## src/rtl/stepdown_corestate_seq.sv

```systemverilog
// Core-state sequencer for the step-down input gating cells: arm, soft-start ramp, run, drain,
// with a four-phase req/ack handshake to the power-control master and latched fault causes.
module stepdown_corestate_seq #(
    parameter int unsigned BLANK_CYCLES = 8,
    parameter int unsigned SS_CYCLES    = 64,
    parameter int unsigned SYNC_STAGES  = 2
) (
    input  logic       clk,
    input  logic       rst_n,
    input  logic       req,
    input  logic       pgood,
    input  logic       fault_in,
    input  logic       fault_clr,
    input  logic       CELV,
    input  logic       CELG,
    input  logic       SUB,
    output logic       Tstate,
    output logic       ack,
    output logic [2:0] state,
    output logic [1:0] fault_code
);

    localparam int unsigned MaxCycles = (BLANK_CYCLES > SS_CYCLES) ? BLANK_CYCLES : SS_CYCLES;
    localparam int unsigned CntW      = $clog2(MaxCycles + 1);

    typedef enum logic [2:0] {
        StIdle  = 3'd0,
        StArm   = 3'd1,
        StRamp  = 3'd2,
        StRun   = 3'd3,
        StDrain = 3'd4,
        StFault = 3'd5
    } state_e;

    localparam logic [1:0] FaultNone   = 2'd0;
    localparam logic [1:0] FaultExt    = 2'd1;
    localparam logic [1:0] FaultRampTo = 2'd2;
    localparam logic [1:0] FaultPgood  = 2'd3;

    // Kept as a plain vector so the unused codes 6 and 7 remain representable.
    logic [2:0]            state_q, state_d;
    logic [1:0]            fault_code_q, fault_code_d;
    logic [CntW-1:0]       cnt_q;
    logic [SYNC_STAGES-1:0] sync_q;
    logic                  tstate_q, ack_q;
    logic                  pgood_s;
    logic                  blank_done, ss_done;

    // Supply, ground and substrate only pass through this block.
    logic unused_pins;
    assign unused_pins = ^{CELV, CELG, SUB};

    assign pgood_s    = sync_q[SYNC_STAGES-1];
    assign blank_done = (cnt_q == CntW'(BLANK_CYCLES - 1));
    assign ss_done    = (cnt_q == CntW'(SS_CYCLES - 1));

    always_ff @(posedge clk or negedge rst_n) begin
        if (!rst_n) begin
            sync_q <= '0;
        end else begin
            sync_q <= {sync_q[SYNC_STAGES-2:0], pgood};
        end
    end

    // Priority inside each state: fault_in, then pgood loss / ramp timeout, then req drop,
    // then counter terminal.
    always_comb begin
        state_d      = state_q;
        fault_code_d = fault_code_q;
        case (state_q)
            StIdle: begin
                if (req) state_d = StArm;
            end
            StArm: begin
                if (fault_in) begin
                    state_d      = StFault;
                    fault_code_d = FaultExt;
                end else if (!req) begin
                    state_d = StDrain;
                end else if (blank_done) begin
                    state_d = StRamp;
                end
            end
            StRamp: begin
                if (fault_in) begin
                    state_d      = StFault;
                    fault_code_d = FaultExt;
                end else if (ss_done && !pgood_s) begin
                    state_d      = StFault;
                    fault_code_d = FaultRampTo;
                end else if (!req) begin
                    state_d = StDrain;
                end else if (ss_done) begin
                    state_d = StRun;
                end
            end
            StRun: begin
                if (fault_in) begin
                    state_d      = StFault;
                    fault_code_d = FaultExt;
                end else if (!pgood_s) begin
                    state_d      = StFault;
                    fault_code_d = FaultPgood;
                end else if (!req) begin
                    state_d = StDrain;
                end
            end
            StDrain: begin
                if (fault_in) begin
                    state_d      = StFault;
                    fault_code_d = FaultExt;
                end else if (blank_done) begin
                    state_d = StIdle;
                end
            end
            StFault: begin
                if (fault_clr && !req) begin
                    state_d      = StIdle;
                    fault_code_d = FaultNone;
                end
            end
            default: begin
                state_d = StIdle;
            end
        endcase
    end

    // Outputs are decoded from the next state so they change on the same edge as the state.
    always_ff @(posedge clk or negedge rst_n) begin
        if (!rst_n) begin
            state_q      <= StIdle;
            fault_code_q <= FaultNone;
            cnt_q        <= '0;
            tstate_q     <= 1'b0;
            ack_q        <= 1'b0;
        end else begin
            state_q      <= state_d;
            fault_code_q <= fault_code_d;
            if (state_d != state_q) begin
                cnt_q <= '0;
            end else if (state_q == StArm || state_q == StRamp || state_q == StDrain) begin
                cnt_q <= cnt_q + 1'b1;
            end else begin
                cnt_q <= '0;
            end
            tstate_q <= (state_d == StRun);
            ack_q    <= (state_d == StRun) || (state_d == StDrain);
        end
    end

    assign Tstate     = tstate_q;
    assign ack        = ack_q;
    assign state      = state_q;
    assign fault_code = fault_code_q;

endmodule

```

## config.mk

```make
export PLATFORM = sky130hd
export DESIGN_NAME = stepdown_corestate_seq
export DESIGN_NICKNAME = d
export VERILOG_FILES = /design/src/rtl/stepdown_corestate_seq.sv
export SDC_FILE = /design/constraint.sdc
export NUM_CORES = 1
export LEC_CHECK = 0
export ABC_AREA = 1
export BUFFER_PORTS_ARGS = -buffer_cell sky130_fd_sc_hd__buf_4
export CORE_MARGIN = 2
export CORE_UTILIZATION = 62
export CTS_BUF_LIST = sky130_fd_sc_hd__clkbuf_4 sky130_fd_sc_hd__clkbuf_8
export DETAILED_ROUTE_END_ITERATION = 8
export PLACE_DENSITY = 0.84
export SLEW_MARGIN = 20
export SYNTH_ARGS = -nofsm -noshare
export SYNTH_HDL_FRONTEND = slang
export SYNTH_SLANG_ARGS = --single-unit
```

## constraint.sdc

```tcl
create_clock -name clk -period 3.64 [get_ports clk]
set_clock_uncertainty 0.1 [all_clocks]
set_input_delay 0.182 -clock clk [delete_from_list [all_inputs] [get_ports clk]]
set_output_delay 0.182 -clock clk [all_outputs]
set_load 0.02 [all_outputs]
```

==> impl_metrics.toml <==
[status]
status = "finished, final reports clean"

[critical_path]
r2r-start = "state[2]"
crit_path_cell_trace = "inv_1 > nand2_2 > nand2_2 > a21oi_4 > nand2_2 > nand2_2 > nand2_2 > nand2_4 > nor2_2"
rr_worst_depth = 9
crit_type = "flip-flop to flip-flop"
cp-start-kind = "flip-flop"
crit_buf_inv = 1
cp.required_ns = 3.74
cp_num_cells = 9
end_kind = "flip-flop"
max_stage_delay_ns = 0.63
arrival_ns = 1.96
crit_family = "flip-flops"
r2r_end = "cnt_q[3]"
crit_top_cell = "nand2_2"
critPathSlowestCell = "dfrtp_1"
crit_path_end = "cnt_q[3]"
path_max_fanout = 11
crit_path_start = "state[2]"
r2r_slack_ns = 1.78

[clocking]
clock-sinks = 16
cts_tree = "built"
cts_buffers = 3
cts-htree-levels = 1
cts-resized-gates = 0
path_clk_slew_ns = 0.09
cts_buffer_depth = 2
insertion_delay_ns = 0.29
root_buffer = "clkbuf_4"

[logic_synthesis]
synth_seq_area_share_pct = 39.2
synth-main-ff-cell = "dfrtp_1"
ys_ff_latch = 16
synth_area_leaders = "dfrtp_1, nand2_1, nand2_2, nor2_2, inv_1"
synthCells = 132
synth_nets = 142
ys_types = 26
ys_async_sr_fraction_pct = 100
ys_top_cells_by_count = "nand2_1, dfrtp_1, nand2_2"
synth_most_common_cell = "nand2_1"
netlist_area_mm2 = 0.00102
synth_area_per_cell_um2 = 7.73
synth-edff-count = 0
yosys.area.top_type = "dfrtp_1"
synth_top_area_share_pct = 39.2
yosysWarnings = 0

[global_routing]
grt_use_met1_pct = 33.6
grt_pass1_vias = 877
grt_use_met2_pct = 39.7
met3_usage_pct = 2.45
grt_use_total_pct = 24.3
antenna_found_initial = 0
grt_overflow_total = 0
busiest_layer = "met2"
grt_first_pass_wirelength_um = 3610
grt_max_degree = 17

[timing]
tightest_slew_ns = 0.453
fin_ws_ns = 1.78
slew_viol_final = 0
finalSetupViolations = 0
max_freq_ghz = 0.537
final_hold_viol_count = 0
tns_ns = 0
grt_setup_unrepaired = "false"
fin_crit_sh_pct = 51.2
min_period_ns = 1.86
slew_headroom_pct = 69.8

[power]
ir_drop_uv = 513
leakage_nw = 0.602
power_mw = 0.815
p_per_area_mw_per_mm2 = 691

[floorplanning]
dieWidth_um = 44.6
ios = 16
fp.coreArea_mm2 = 0.00152
die_h_um = 44.6
die_area_mm2 = 0.00199
start_util_pct = 67.0
rows = 14

[final_layout]
insertedDiodeCount = 0
final_nets = 160
final_core_util_pct = 77.4
postLayoutCellArea_mm2 = 0.00118
drive_above_1_share_pct = 34.9
area_delta_synth_final_pct = 15.6
fill_cells = 102

[drt]
postRouteAntennaNets = 0
wire_per_inst_um = 12.5
drtPass1Iterations = 4
vias_per_cell = 5.48
drt_iter0_drc = 38
drc = 0
totalWireLength_um = 2070
vias = 904

[placement]
port_buffers = 12
gp_congestion = 0.931
placed_area_mm2 = 0.00112
pre_cts_ws_ns = 1.84
dp_hpwl_um = 1520

[hold_path]
whs_path_depth = 3
hp-class = "input pin to flip-flop"

[run]
cap_violations = 0
[through the flow]
step	hold WS, ns	cells
global route	0.0890	165
finish	0.0928	165
detailed placement	-0.0497	159
floorplan	-0.214	132
CTS	0.0780	165
global placement	-0.0528	159
[worst reg2reg max path, delay by kind of cell (launching register included)]
kind,cells,cell delay (ns)
AND/OR/NAND/NOR,7,0.62
AO/OA/AOI/OAI,1,0.19
flip-flops,1,0.63
buffers and inverters,1,0.22
[flip-flops by register name, indices dropped and copies added (netlist names)]
| name | flops |
|---|---|
| Tstate | 1 |
| ack | 1 |
| cnt_q | 7 |
| fault_code | 2 |
| state | 3 |
| sync_q | 2 |
[placed cells by master, fill, tap and decap left out, types with 7 or more instances in the layout]
cell	synthesis	layout
buf_4	1	12
dfrtp_1	16	16
inv_1	10	10
nand2_1	38	38
nand2_2	14	14
nand3_1	7	7
nor2_1	8	8
nor2_2	10	10
[worst min-delay path by stage]
stage           from        to
3_5_place_dp   rst_n  cnt_q[3]
5_1_grt          req  state[1]
2_1_floorplan  rst_n    Tstate
4_1_cts          req  state[1]
6_report         req  state[1]
3_3_place_gp   rst_n  cnt_q[4]
[routing by layer]
layer	vias to the layer above	wire length (µm)
met2	44	964
met5	-	0
li1	452	-
met1	405	899
met3	3	182
met4	0	22
[report_power, final]
group / total [mW] / switching, mW / internal (mW)
clock network: 0.120 / 0.0588 / 0.0611
registers: 0.253 / 0.0427 / 0.211
logic: 0.442 / 0.291 / 0.151
[cell type report]
class,count,area [µm²],area share [%]
multi-input combinational,101,561,47.5
tap,16,20.0,1.70
sequential,16,400,33.9
inverter,14,52.6,4.45
clock buffer,4,36.3,3.08
timing repair buffer,14,110,9.33
[what timing repair did]
| action | in CTS | in global routing |
|---|---|---|
| setup buffers | 0 | 0 |
| hold endpoints to repair | 17 | 0 |
| hold buffers | 2 | 0 |
[kinds of logic after synthesis]
family,after synthesis,share of synthesized area (%)
fa+ha+maj,1,1.23
buf+inv,15,5.88
xor+xnor,2,1.72
compound gates,12,8.70
flops,16,39.2
simple gates,86,43.3
Power figures use the tool's default switching activity.
